## config.mk

```make
export PLATFORM = sky130hd
export DESIGN_NAME = commit_ctrl
export DESIGN_NICKNAME = d
export VERILOG_FILES = /design/src/rtl/commit_ctrl.sv
export SDC_FILE = /design/constraint.sdc
export NUM_CORES = 1
export LEC_CHECK = 0
export CAP_MARGIN = 10
export CORE_MARGIN = 5
export CORE_UTILIZATION = 43
export DETAILED_ROUTE_END_ITERATION = 7
export PLACE_DENSITY = 0.83
export SYNTH_ARGS = -nofsm -noshare
export SYNTH_HDL_FRONTEND = slang
export SYNTH_SLANG_ARGS = --single-unit
```

## constraint.sdc

```tcl
create_clock -name clk -period 2.3 [get_ports clk]
set_input_delay 0.69 -clock clk [delete_from_list [all_inputs] [get_ports clk]]
set_output_delay 0.69 -clock clk [all_outputs]
set_load 0.02 [all_outputs]
```

## src/rtl/commit_ctrl.sv

```systemverilog
// commit_ctrl: in-order retirement sequencer from the ROB head into the register file and memory.
// Ports:
//   clk, rst_n        clock, asynchronous active-low reset
//   rdy               global ready; 0 freezes state and counters, clears pulses
//   head_*            ROB head entry (valid, ready, type, rob_pos, rd, val, mispredict, target_pc)
//   store_done        LSB finished the outstanding committed store
//   head_pop          combinational dequeue of the ROB head
//   commit*           registered RegFile write pulse with rd/val/rob_pos
//   store_req         registered one-cycle request to the LSB
//   rollback          registered one-cycle flush pulse, redirect_pc valid with it
//   retired_cnt       registered count of popped instructions (wraps)
module commit_ctrl #(
    parameter int ROB_POS_W    = 4,
    parameter int REG_POS_W    = 5,
    parameter int DATA_W       = 32,
    parameter int FLUSH_CYCLES = 2
) (
    input  logic                 clk,
    input  logic                 rst_n,
    input  logic                 rdy,
    input  logic                 head_valid,
    input  logic                 head_ready,
    input  logic [1:0]           head_type,
    input  logic [ROB_POS_W-1:0] head_rob_pos,
    input  logic [REG_POS_W-1:0] head_rd,
    input  logic [DATA_W-1:0]    head_val,
    input  logic                 head_mispredict,
    input  logic [DATA_W-1:0]    head_target_pc,
    input  logic                 store_done,
    output logic                 head_pop,
    output logic                 commit,
    output logic [REG_POS_W-1:0] commit_rd,
    output logic [DATA_W-1:0]    commit_val,
    output logic [ROB_POS_W-1:0] commit_rob_pos,
    output logic                 store_req,
    output logic                 rollback,
    output logic [DATA_W-1:0]    redirect_pc,
    output logic [31:0]          retired_cnt
);
    localparam int CNT_W = $clog2(FLUSH_CYCLES + 1);

    typedef enum logic [1:0] {RUN, STORE_WAIT, FLUSH} state_t;

    state_t           state, state_nxt;
    logic [CNT_W-1:0] flush_cnt;
    logic             accept, is_store, load_fields, commit_nxt, store_nxt, rollback_nxt;

    assign accept      = rdy && state == RUN && head_valid && head_ready;
    assign is_store    = head_type == 2'b10;
    assign load_fields = accept && !is_store;

    always_ff @(posedge clk or negedge rst_n) begin
        if (!rst_n) begin
            state     <= RUN;
            flush_cnt <= '0;
        end else begin
            state <= state_nxt;
            if (rdy && rollback_nxt)
                flush_cnt <= CNT_W'(FLUSH_CYCLES);
            else if (rdy && state == FLUSH)
                flush_cnt <= flush_cnt - 1'b1;
        end
    end

    always_comb begin
        state_nxt = state;
        if (rdy) begin
            case (state)
                RUN:        state_nxt = !accept ? RUN : is_store ? STORE_WAIT : rollback_nxt ? FLUSH : RUN;
                STORE_WAIT: state_nxt = store_done ? RUN : STORE_WAIT;
                FLUSH:      state_nxt = flush_cnt == CNT_W'(1) ? RUN : FLUSH;
                default:    state_nxt = RUN;
            endcase
        end
    end

    // Stores pop only once the LSB confirms the write; everything else pops on acceptance.
    always_comb begin
        head_pop     = load_fields || (rdy && state == STORE_WAIT && store_done);
        commit_nxt   = load_fields && head_type != 2'b11 && head_rd != '0;
        store_nxt    = accept && is_store;
        rollback_nxt = load_fields && head_type == 2'b01 && head_mispredict;
    end

    always_ff @(posedge clk or negedge rst_n) begin
        if (!rst_n) begin
            commit         <= 1'b0;
            commit_rd      <= '0;
            commit_val     <= '0;
            commit_rob_pos <= '0;
            store_req      <= 1'b0;
            rollback       <= 1'b0;
            redirect_pc    <= '0;
            retired_cnt    <= '0;
        end else begin
            commit    <= commit_nxt;
            store_req <= store_nxt;
            rollback  <= rollback_nxt;
            if (head_pop)
                retired_cnt <= retired_cnt + 32'd1;
            if (load_fields) begin
                commit_rd      <= head_rd;
                commit_val     <= head_val;
                commit_rob_pos <= head_rob_pos;
            end
            if (rollback_nxt)
                redirect_pc <= head_target_pc;
        end
    end
endmodule

```

==> run metrics, run 1 <==
die extent in x 113.7 µm; outcome finished, final reports clean; vias 3,362; # clock sinks 112; CTS tree built; final period utilization 97.27%; Die ar. 12,930 µm²; fmax 0.4470 GHz; first-pass GRT wire length 18,290 µm; Final Total Pwr 6.171 mW; clk_skew 0.01466 ns; largest net degree at the start of global routing 113; drt first pass iters 5; Critical Path AT 1.55 ns; Port Buffers 190; Final ANT Viol Nets 0; MaxCap Viol Count 0; syn nets 405; unrepaired setup endpoints after global routing no; fillers 764; Die H 113.7 µm; initial antenna violation count 0; mapped cell area 4627 µm²; Peak supply drop 572.5 µV; synthesis-stage register bit count 112; setup violators final 0; CTS HTree Levels 3; gr ovfl total 0; Hold Path Class in -> async; Worst-Skew Late Latency 0.35 ns; Nets 608; pwr dens 888.5 nW/µm²; Mean Syn Cell Area 14.41 µm²; starting density of the core 44.42%; gr usage total 17.64%; Setup TNS 0 ns; crit path max fanout 2; Final Slew Violations 0; Area Overhead vs Synth 50.11%; Pleak 3.118 nW; DRC 0; Gate Count Post-Synth 321; Rel. slew slack 59.89%; share of cells above drive strength 1 21.74%; Reg clk slew, reported paths 0.10 ns; Tmin final 2.237 ns; post-DR vias/cell 5.056; critical path capture point type output port; Setup crit start kind input port; Num CTS Buffers 9; Final Hold Fails 0; row count 37; HPWL after DPL 8704 µm; clk buf depth 2; yosys warns 0; Post-Route Utilization 66.68%; antenna cells 0; Seq/Total Area, Yosys 60.57%; Unique masters post-synth 36; wire per inst 17.28 µm; GP Congestion 0.7695; Post-Route WL 11,490 µm; vias in the first global route 3,560; CP Data Required Time 1.61 ns; crit path kind in -> out; Root Driver clkbuf_8; Core Area 10,420 µm²; worst-margin pin slew 0.6016 ns; DR iter-0 viols 202; IO Pins 191
cells in the mapped netlist:
| cell | count | area [µm²] |
|---|---|---|
| nand4_1 | 3 | 18.77 |
| nor3b_1 | 1 | 7.510 |
| dfrtp_1 | 112 | 2803 |
| nand3b_1 | 3 | 22.52 |
| a21o_1 | 2 | 15.01 |
| or4_1 | 1 | 7.510 |
| ha_1 | 2 | 25.02 |
| a31oi_4 | 1 | 21.27 |
| buf_6 | 6 | 67.56 |
| mux2_1 | 5 | 56.30 |
| nand2b_1 | 1 | 6.260 |
| buf_2 | 5 | 25.02 |
| nor4b_1 | 2 | 17.52 |
| inv_1 | 5 | 18.77 |
| a32oi_1 | 1 | 8.760 |
| nand4_4 | 1 | 21.27 |
| clkbuf_1 | 1 | 3.750 |
| and4_2 | 4 | 40.04 |
| and4bb_2 | 1 | 12.51 |
| xor2_1 | 26 | 227.7 |
| and4b_1 | 3 | 30.03 |
| a21oi_1 | 1 | 5.000 |
| buf_4 | 1 | 7.510 |
| o21ai_0 | 3 | 15.01 |
| and2b_1 | 1 | 7.510 |
| xnor2_1 | 5 | 43.79 |
| nand3_1 | 8 | 40.04 |
| and2_1 | 1 | 6.260 |
| nand4_2 | 1 | 12.51 |
| nor2_1 | 6 | 22.52 |
| nor4_1 | 8 | 50.05 |
| and4_1 | 3 | 26.28 |
| mux2_2 | 69 | 777.0 |
| nor3_1 | 14 | 70.07 |
| nor4_4 | 2 | 42.54 |
| nand2_1 | 12 | 45.04 |
cells by family after synthesis:
family,Yosys count,synth area share [%]
compound gates,8,1.406
xor+xnor,31,5.868
fa+ha+maj,2,0.5407
buf+inv,18,2.650
flops,112,60.57
mux,74,18.01
simple gates,76,10.95
cell type report:
cell class                      instances  area, µm²  area share, %
Clock buffer                           12      135.1          1.946
Clock inverter                          4      31.28         0.4504
Inverter                                5      18.77         0.2702
Multi-Input combinational cell        191       1717          24.72
Sequential cell                       112       2803          40.35
Tap cell                              136      170.2          2.450
Timing Repair Buffer                  205       2071          29.81
state kept, by name, indices dropped and copies added, names as in the netlist:
signal          flops
commit_val         32
redirect_pc        32
retired_cnt        32
commit_rd           5
commit_rob_pos      4
flush_cnt           2
state               2
commit              1
rollback            1
store_req           1
where the power goes:
group          switching [mW]  leakage [nW]  total [mW]  internal [mW]
clock                   0.635        0.0728        1.03          0.399
combinational            1.12          1.63        2.40           1.29
sequential              0.290          1.42        2.73           2.45
total                    2.04          3.12        6.17           4.13
worst max-delay path: stages:
cell and delay (ns):
clkdlybuf4s15_1 0.17, and4bb_2 0.26, a31oi_4 0.24, inv_2 0.05
buf_6 0.13
cells in the final DEF (no fill, tap or decap), types with 2 or more instances in the layout:
master,n
a21o_1,2
and4_1,3
and4_2,4
and4b_2,2
buf_12,5
buf_4,11
clkbuf_1,3
clkbuf_8,9
clkdlybuf4s15_1,2
clkdlybuf4s50_1,182
clkinvlp_4,3
dfrtp_1,112
dlygate4sd2_1,2
ha_1,2
inv_1,4
mux2_1,5
mux2_2,69
nand2_1,12
nand3_1,7
nand3b_1,3
nand4_1,3
nor2_1,6
nor3_1,14
nor4_1,8
nor4_4,2
nor4b_1,2
o21ai_0,3
xnor2_1,5
xor2_1,26
repair_timing:
action                                  in CTS  in global routing
endpoints found under the setup margin       1                  1
gates cloned                                 0                  0
hold buffers                                 0                  0
gates resized for setup                     13                  6
buffers inserted                             0                  2
pin swaps                                    2                  3
final timing paths:
path | from | endpoint | depth (start not counted) | slack, ns
min in group clk | retired_cnt[31] | retired_cnt[31] | 1 | 0.47
worst max-delay path | head_ready | head_pop | 5 | 0.06
worst max register to register | state[0] | redirect_pc[12] | 6 | 0.32
worst min register to register | retired_cnt[31] | retired_cnt[31] | 1 | 0.47
max in group asynchronous | rst_n | state[1] | 2 | 1.43
worst min-delay path | rst_n | retired_cnt[20] | 2 | 0.39
stage by stage:
step	instances	area (µm²)	worst slack [ns]	hold slack (ns)
finish	665	6945	0.06276	0.3907
global route	665	6945	0.01288	0.4477
CTS	663	6928	0.005578	0.4313
floorplan	321	4627	0.1064	0.3944
global placement	647	6759	-0.6431	0.4574
detailed placement	647	6759	-0.6615	0.4643
metal layers:
metal	GRT usage [%]	vias up	wire length [µm]
li1	-	1558	-
met1	21.68	1632	4534
met2	29.01	151	5586
met3	5.995	21	1104
met4	6.250	0	263
met5	0	-	0
No activity file was read; power rests on OpenSTA's default activity.
==> inputs of run 2 (changes only) <==
- CORE_MARGIN: 5 -> 4
- CTS_CLUSTER_DIAMETER: default -> 150
- GPL_ROUTABILITY_DRIVEN: default -> 0
==> run 2 against run 1 <==
Compared with the run above:
- hold slack lost 0.19 ns
- power rose by 0.32%
- final cell count grew 0.60%
- highest routed layer unchanged
==> run metrics, run 2 (synthesis results as in run 1) <==
worst path cell trace clkdlybuf4s15_1 > and4bb_2 > a31oi_4 > inv_2 > buf_6 (unchanged); crit path kind in -> out (unchanged); IO Pins 191 (unchanged); CTS tree built (unchanged); Stages on worst setup path 5 (unchanged); Worst-Skew Late Latency 0.36 ns (was 0.35 ns); Peak supply drop 565.1 µV (was 572.5 µV); crit path max fanout 2 (unchanged); clk buf depth 2 (unchanged); fin area 6964 µm² (was 6945 µm²); gr usage total 18.51% (was 17.64%); FF-to-FF path depth 5 (was 6); post-DR vias/cell 5.000 (was 5.056); initial antenna violation count 0 (unchanged); Setup crit start kind input port (unchanged); largest net degree at the start of global routing 51 (was 113); max incr delay on CP 0.26 ns (about the same); most common cell after layout, fill and taps aside clkdlybuf4s50_1 (unchanged); fillers 792 (was 764); first-pass GRT wire length 18,790 µm (was 18,290 µm); Die ar. 12,480 µm² (was 12,930 µm²); Port Buffers 190 (unchanged); # clock sinks 112 (unchanged); Tmin final 2.246 ns (was 2.237 ns); outcome finished, final reports clean (unchanged); Reg clk slew, reported paths 0.10 ns (about the same); Post-CTS Setup Repair Bufs 0 (unchanged); Die H 111.7 µm (was 113.7 µm); share of cells above drive strength 1 22.51% (was 21.74%); most used routing layer met2 (unchanged); GR Layer Usage met1 21.17% (was 21.68%); die extent in x 111.7 µm (was 113.7 µm); Final Slew Violations 0 (unchanged); Critical Path AT 1.56 ns (was 1.55 ns); Top Registers commit_val (32), redirect_pc (32), retired_cnt (32) (unchanged); MaxCap Viol Count 0 (unchanged); pwr dens 888.9 nW/µm² (was 888.5 nW/µm²); row count 37 (unchanged); critical path capture point type output port (unchanged); Root Driver clkbuf_8 (unchanged); reg-to-reg slack, setup 0.39 ns (was 0.32 ns); HPWL after DPL 8849 µm (was 8704 µm); setup violators final 0 (unchanged); worst-margin pin slew 0.5652 ns (was 0.6016 ns); met3 usage 6.848% (was 5.995%); CP Buf/Inv Count 3 (unchanged); crit path from head_ready (unchanged); antenna cells 0 (unchanged); vias in the first global route 3,711 (was 3,560); most frequent cells in the layout 182 x clkdlybuf4s50_1, 112 x dfrtp_1, 69 x mux2_2, 26 x xor2_1, 17 x buf_4 (was 182 x clkdlybuf4s50_1, 112 x dfrtp_1, 69 x mux2_2, 26 x xor2_1, 14 x nor3_1); unrepaired setup endpoints after global routing no (unchanged); Pleak 3.136 nW (was 3.118 nW); placed cell area 6799 µm² (was 6759 µm²); Multi-input gate area 1717 µm² (unchanged); vias 3,345 (was 3,362); clk_skew 0.01210 ns (was 0.01466 ns); GR Util met2 32.25% (was 29.01%); DRC 0 (unchanged); Post-Route WL 11,390 µm (was 11,490 µm); Final ANT Viol Nets 0 (unchanged); Rel. slew slack 62.23% (was 59.89%); gr ovfl total 0 (unchanged); Hold Path Class in -> async (unchanged); CTS HTree Levels 3 (unchanged); Area Overhead vs Synth 50.51% (was 50.11%); wire per inst 17.03 µm (was 17.28 µm); r2r startpoint state[1] (was state[0]); final period utilization 97.65% (was 97.27%); FF-to-FF End retired_cnt[17] (was redirect_pc[12]); register area 2803 µm² (unchanged); Setup TNS 0 ns (unchanged); CP Data Required Time 1.61 ns (about the same); Final Hold Fails 0 (unchanged); drt first pass iters 4 (was 5); starting density of the core 44.42% (unchanged); cell family with most CP delay buffers and inverters (unchanged); Num CTS Buffers 9 (unchanged); CP Capture Point head_pop (unchanged); Nets 613 (was 608); slowest CP cell a31oi_4 (was and4bb_2); Core Area 10,420 µm² (unchanged); fmax 0.4453 GHz (was 0.4470 GHz); DR iter-0 viols 109 (was 202)
## run 2: worst min-delay path by stage
stage | from | to | slack [ns] | cells after the start
after CTS | rst_n | retired_cnt[20] | 0.19 | 1
after floorplan | rst_n | commit | 0.39 | 0
after global placement | retired_cnt[31] | retired_cnt[31] | 0.46 | 1
final | rst_n | retired_cnt[21] | 0.21 | 1
after global routing | rst_n | retired_cnt[21] | 0.20 | 1
after detailed placement | retired_cnt[31] | retired_cnt[31] | 0.47 | 1
## run 2: per-layer routing
layer	wire length, µm	share of wire [%]
met4	212	1.9
met3	953	8.4
met1	4458	39
met5	0	0
met2	5766	51
## run 2: what timing repair did
action	CTS	global route
gates cloned	0	0
resized for setup	16	3
hold buffers	0	0
hold endpoints to repair	0	0
setup endpoints to repair	1	1
pin swaps	2	2
## run 2: final cells by class
type                       count  area share (%)
timing repair buffer         210           30.04
clock buffer                  12           2.084
multi-input combinational    191           24.65
clock inverter                 3          0.2695
inverter                       5          0.2695
tap                          136           2.443
sequential                   112           40.24
## run 2: metrics by stage
stage               util (%)  power, mW  instances  hold WS [ns]  worst slack (ns)
finish                 66.86      6.191        669        0.2054           0.05414
global route           66.86      6.543        669        0.1965           0.02019
CTS                    66.88      6.280        669        0.1924           0.01182
detailed placement     65.27      5.229        654        0.4748           -0.6531
global placement       65.27      5.134        654        0.4642           -0.6320
floorplan                  -      3.857        321        0.3944            0.1064
## run 2: power breakdown
| group | total, mW | internal [mW] | leakage [nW] | switching [mW] |
|---|---|---|---|---|
| Sequential | 2.73 | 2.45 | 1.42 | 0.288 |
| Combinational | 2.42 | 1.29 | 1.63 | 1.12 |
| Clock | 1.04 | 0.419 | 0.0862 | 0.621 |
| Total | 6.19 | 4.16 | 3.14 | 2.03 |
## run 2: worst reg2reg max path, cell delays in order (launching register included)
cell and delay (ns):
dfrtp_1 0.44, and4bb_2 0.36, a31oi_4 0.13, buf_4 0.24, nor4_1 0.42, xor2_1 0.24
==> inputs of run 3 (changes only) <==
- CORE_UTILIZATION: 43 -> 62
- DONT_BUFFER_PORTS: default -> 1
- GPL_ROUTABILITY_DRIVEN: 0 -> default
- PLACE_DENSITY: 0.83 -> 0.81
==> run 3 against run 2 <==
Compared with the run above:
- combinational power down 69%
- design area decreased by 28%
- hold slack got worse by 0.041 ns
- highest routed layer unchanged
- first-iteration DRC count fell by 31%
- final cell count decreased by 35%
- flip-flop and latch count stayed put
==> run metrics, run 3 (synthesis results as in run 1) <==
outcome finished, final reports clean (unchanged); GP Congestion 0.7852; Reg clk slew, reported paths 0.10 ns (about the same); Port Buffers 0 (was 190); worst-margin pin slew 0.5287 ns (was 0.5652 ns); max incr delay on CP 0.44 ns (was 0.26 ns); unrepaired setup endpoints after global routing no (unchanged); Final Slew Violations 0 (unchanged); Die H 94.39 µm (was 111.7 µm); wire per inst 21.70 µm (was 17.03 µm); Area Overhead vs Synth 8.275% (was 50.51%); vias in the first global route 2,839 (was 3,711); gr ovfl total 0 (unchanged); CP Capture Point head_pop (unchanged); DR iter-0 viols 75 (was 109); starting density of the core 63.79% (was 44.42%); CTS HTree Levels 3 (unchanged); fin area 5010 µm² (was 6964 µm²); critical path capture point type output port (unchanged); drt first pass iters 4 (unchanged); first-pass GRT wire length 14,550 µm (was 18,790 µm); post-cts sizing count 0 (was 16); Hold Path Class in -> async (unchanged); Pleak 2.387 nW (was 3.136 nW); initial antenna violation count 0 (unchanged); vias 2,599 (was 3,345); IO Pins 191 (unchanged); Final ANT Viol Nets 0 (unchanged); Root Driver clkbuf_8 (unchanged); placed cell area 4737 µm² (was 6799 µm²); DRC 0 (unchanged); Num CTS Buffers 9 (unchanged); gr usage total 21.31% (was 18.51%); Rel. slew slack 64.25% (was 62.23%); MaxCap Viol Count 0 (unchanged); most frequent cells in the layout 112 x dfrtp_1, 69 x mux2_2, 26 x xor2_1, 14 x nor3_1, 12 x nand2_1 (was 182 x clkdlybuf4s50_1, 112 x dfrtp_1, 69 x mux2_2, 26 x xor2_1, 17 x buf_4); most common cell after layout, fill and taps aside dfrtp_1 (was clkdlybuf4s50_1); Top Registers commit_val (32), redirect_pc (32), retired_cnt (32) (unchanged); crit path from state[1] (was head_ready); FF-to-FF End retired_cnt[5] (was retired_cnt[17]); final period utilization 95.33% (was 97.65%); row count 31 (was 37); largest net degree at the start of global routing 67 (was 51); Tmin final 2.193 ns (was 2.246 ns); Final Hold Fails 0 (unchanged); post-DR vias/cell 5.988 (was 5.000); Setup TNS 0 ns (unchanged); FF-to-FF path depth 5 (unchanged); hold_ws 0.1644 ns (was 0.2054 ns); Worst-Skew Late Latency 0.36 ns (about the same); CTS tree built (unchanged); Nets 414 (was 613); HPWL after DPL 6659 µm (was 8849 µm); CP Data Required Time 1.61 ns (about the same); Critical Path AT 1.50 ns (was 1.56 ns); Peak supply drop 591.2 µV (was 565.1 µV); Final Total Pwr 5.323 mW (was 6.191 mW); Post-Route WL 9418 µm (was 11,390 µm); crit path kind reg -> out (was in -> out); fmax 0.4561 GHz (was 0.4453 GHz); Setup crit start kind flop (was input port); r2r startpoint state[1] (unchanged); share of cells above drive strength 1 31.64% (was 22.51%); worst path cell trace and4bb_2 > a31oi_4 > inv_1 (was clkdlybuf4s15_1 > and4bb_2 > a31oi_4 > inv_2 > buf_6); Core Area 7253 µm² (was 10,420 µm²); Die ar. 8909 µm² (was 12,480 µm²); # clock sinks 112 (unchanged); setup violators final 0 (unchanged); clk_skew 0.01094 ns (was 0.01210 ns); die extent in x 94.39 µm (was 111.7 µm); fillers 524 (was 792); clk buf depth 2 (unchanged); reg-to-reg slack, setup 0.30 ns (was 0.39 ns); slowest CP cell dfrtp_1 (was a31oi_4); pwr dens 1062 nW/µm² (was 888.9 nW/µm²); crit path max fanout 6 (was 2); antenna cells 0 (unchanged)
run 3: changes by cell type in the layout (fill, tap and decap cells not counted), moves of 2 or more:
cell | previous run | this run
clkdlybuf4s50_1 | 182 | 0
buf_4 | 17 | 6
dlygate4sd2_1 | 3 | 0
and4b_1 | 1 | 3
and4b_2 | 2 | 0
clkbuf_1 | 2 | 0
clkdlybuf4s15_1 | 2 | 0
clkinv_2 | 2 | 0
run 3: worst max-delay path: cells and delay by family, from the launching register on:
family	cells	cell delay (ns)
flops	1	0.44
simple gates	1	0.39
buf+inv	1	0.18
compound gates	1	0.13
run 3: layout make-up:
cell class | count | area (µm²) | share of cell area, %
Clock inverter | 5 | 63.81 | 1.274
Timing Repair Buffer | 11 | 142.6 | 2.847
Clock buffer | 11 | 151.4 | 3.022
Tap cell | 99 | 123.9 | 2.473
Inverter | 5 | 18.77 | 0.3746
Multi-Input combinational cell | 191 | 1707 | 34.07
Sequential cell | 112 | 2803 | 55.94
run 3: worst min path at each step:
stage	start	slack, ns	to
detailed placement	rst_n	0.40	retired_cnt[24]
global route	rst_n	0.15	commit_val[18]
floorplan	rst_n	0.39	commit
finish	rst_n	0.16	retired_cnt[9]
global placement	rst_n	0.40	retired_cnt[22]
CTS	rst_n	0.001	commit_val[28]
run 3: report_power, final:
part	switching, mW	leakage, nW	internal [mW]
registers	0.930	1.42	2.44
logic	0.317	0.864	0.422
clock network	0.640	0.106	0.571
run 3: per-layer routing:
| layer | track usage [%] | up-vias | wire (µm) |
|---|---|---|---|
| met5 | 0 | - | 0 |
| met4 | 6.378 | 0 | 74 |
| met3 | 10.44 | 6 | 1139 |
| met2 | 34.93 | 128 | 4764 |
| met1 | 24.86 | 1314 | 3440 |
| li1 | - | 1151 | - |
run 3: stage by stage:
| step | setup slack [ns] | instances | utilization (%) |
|---|---|---|---|
| floorplan | 0.1064 | 321 | - |
| global placement | 0.2848 | 415 | 65.31 |
| detailed placement | 0.2443 | 415 | 65.31 |
| CTS | 0.09401 | 433 | 68.79 |
| global route | 0.02956 | 434 | 69.07 |
| finish | 0.1073 | 434 | 69.07 |
run 3: timing repair:
action                     CTS  global route
setup endpoints to repair    0             0
buffers inserted             0             0
hold buffers                 2             1
hold endpoints to repair    66            36
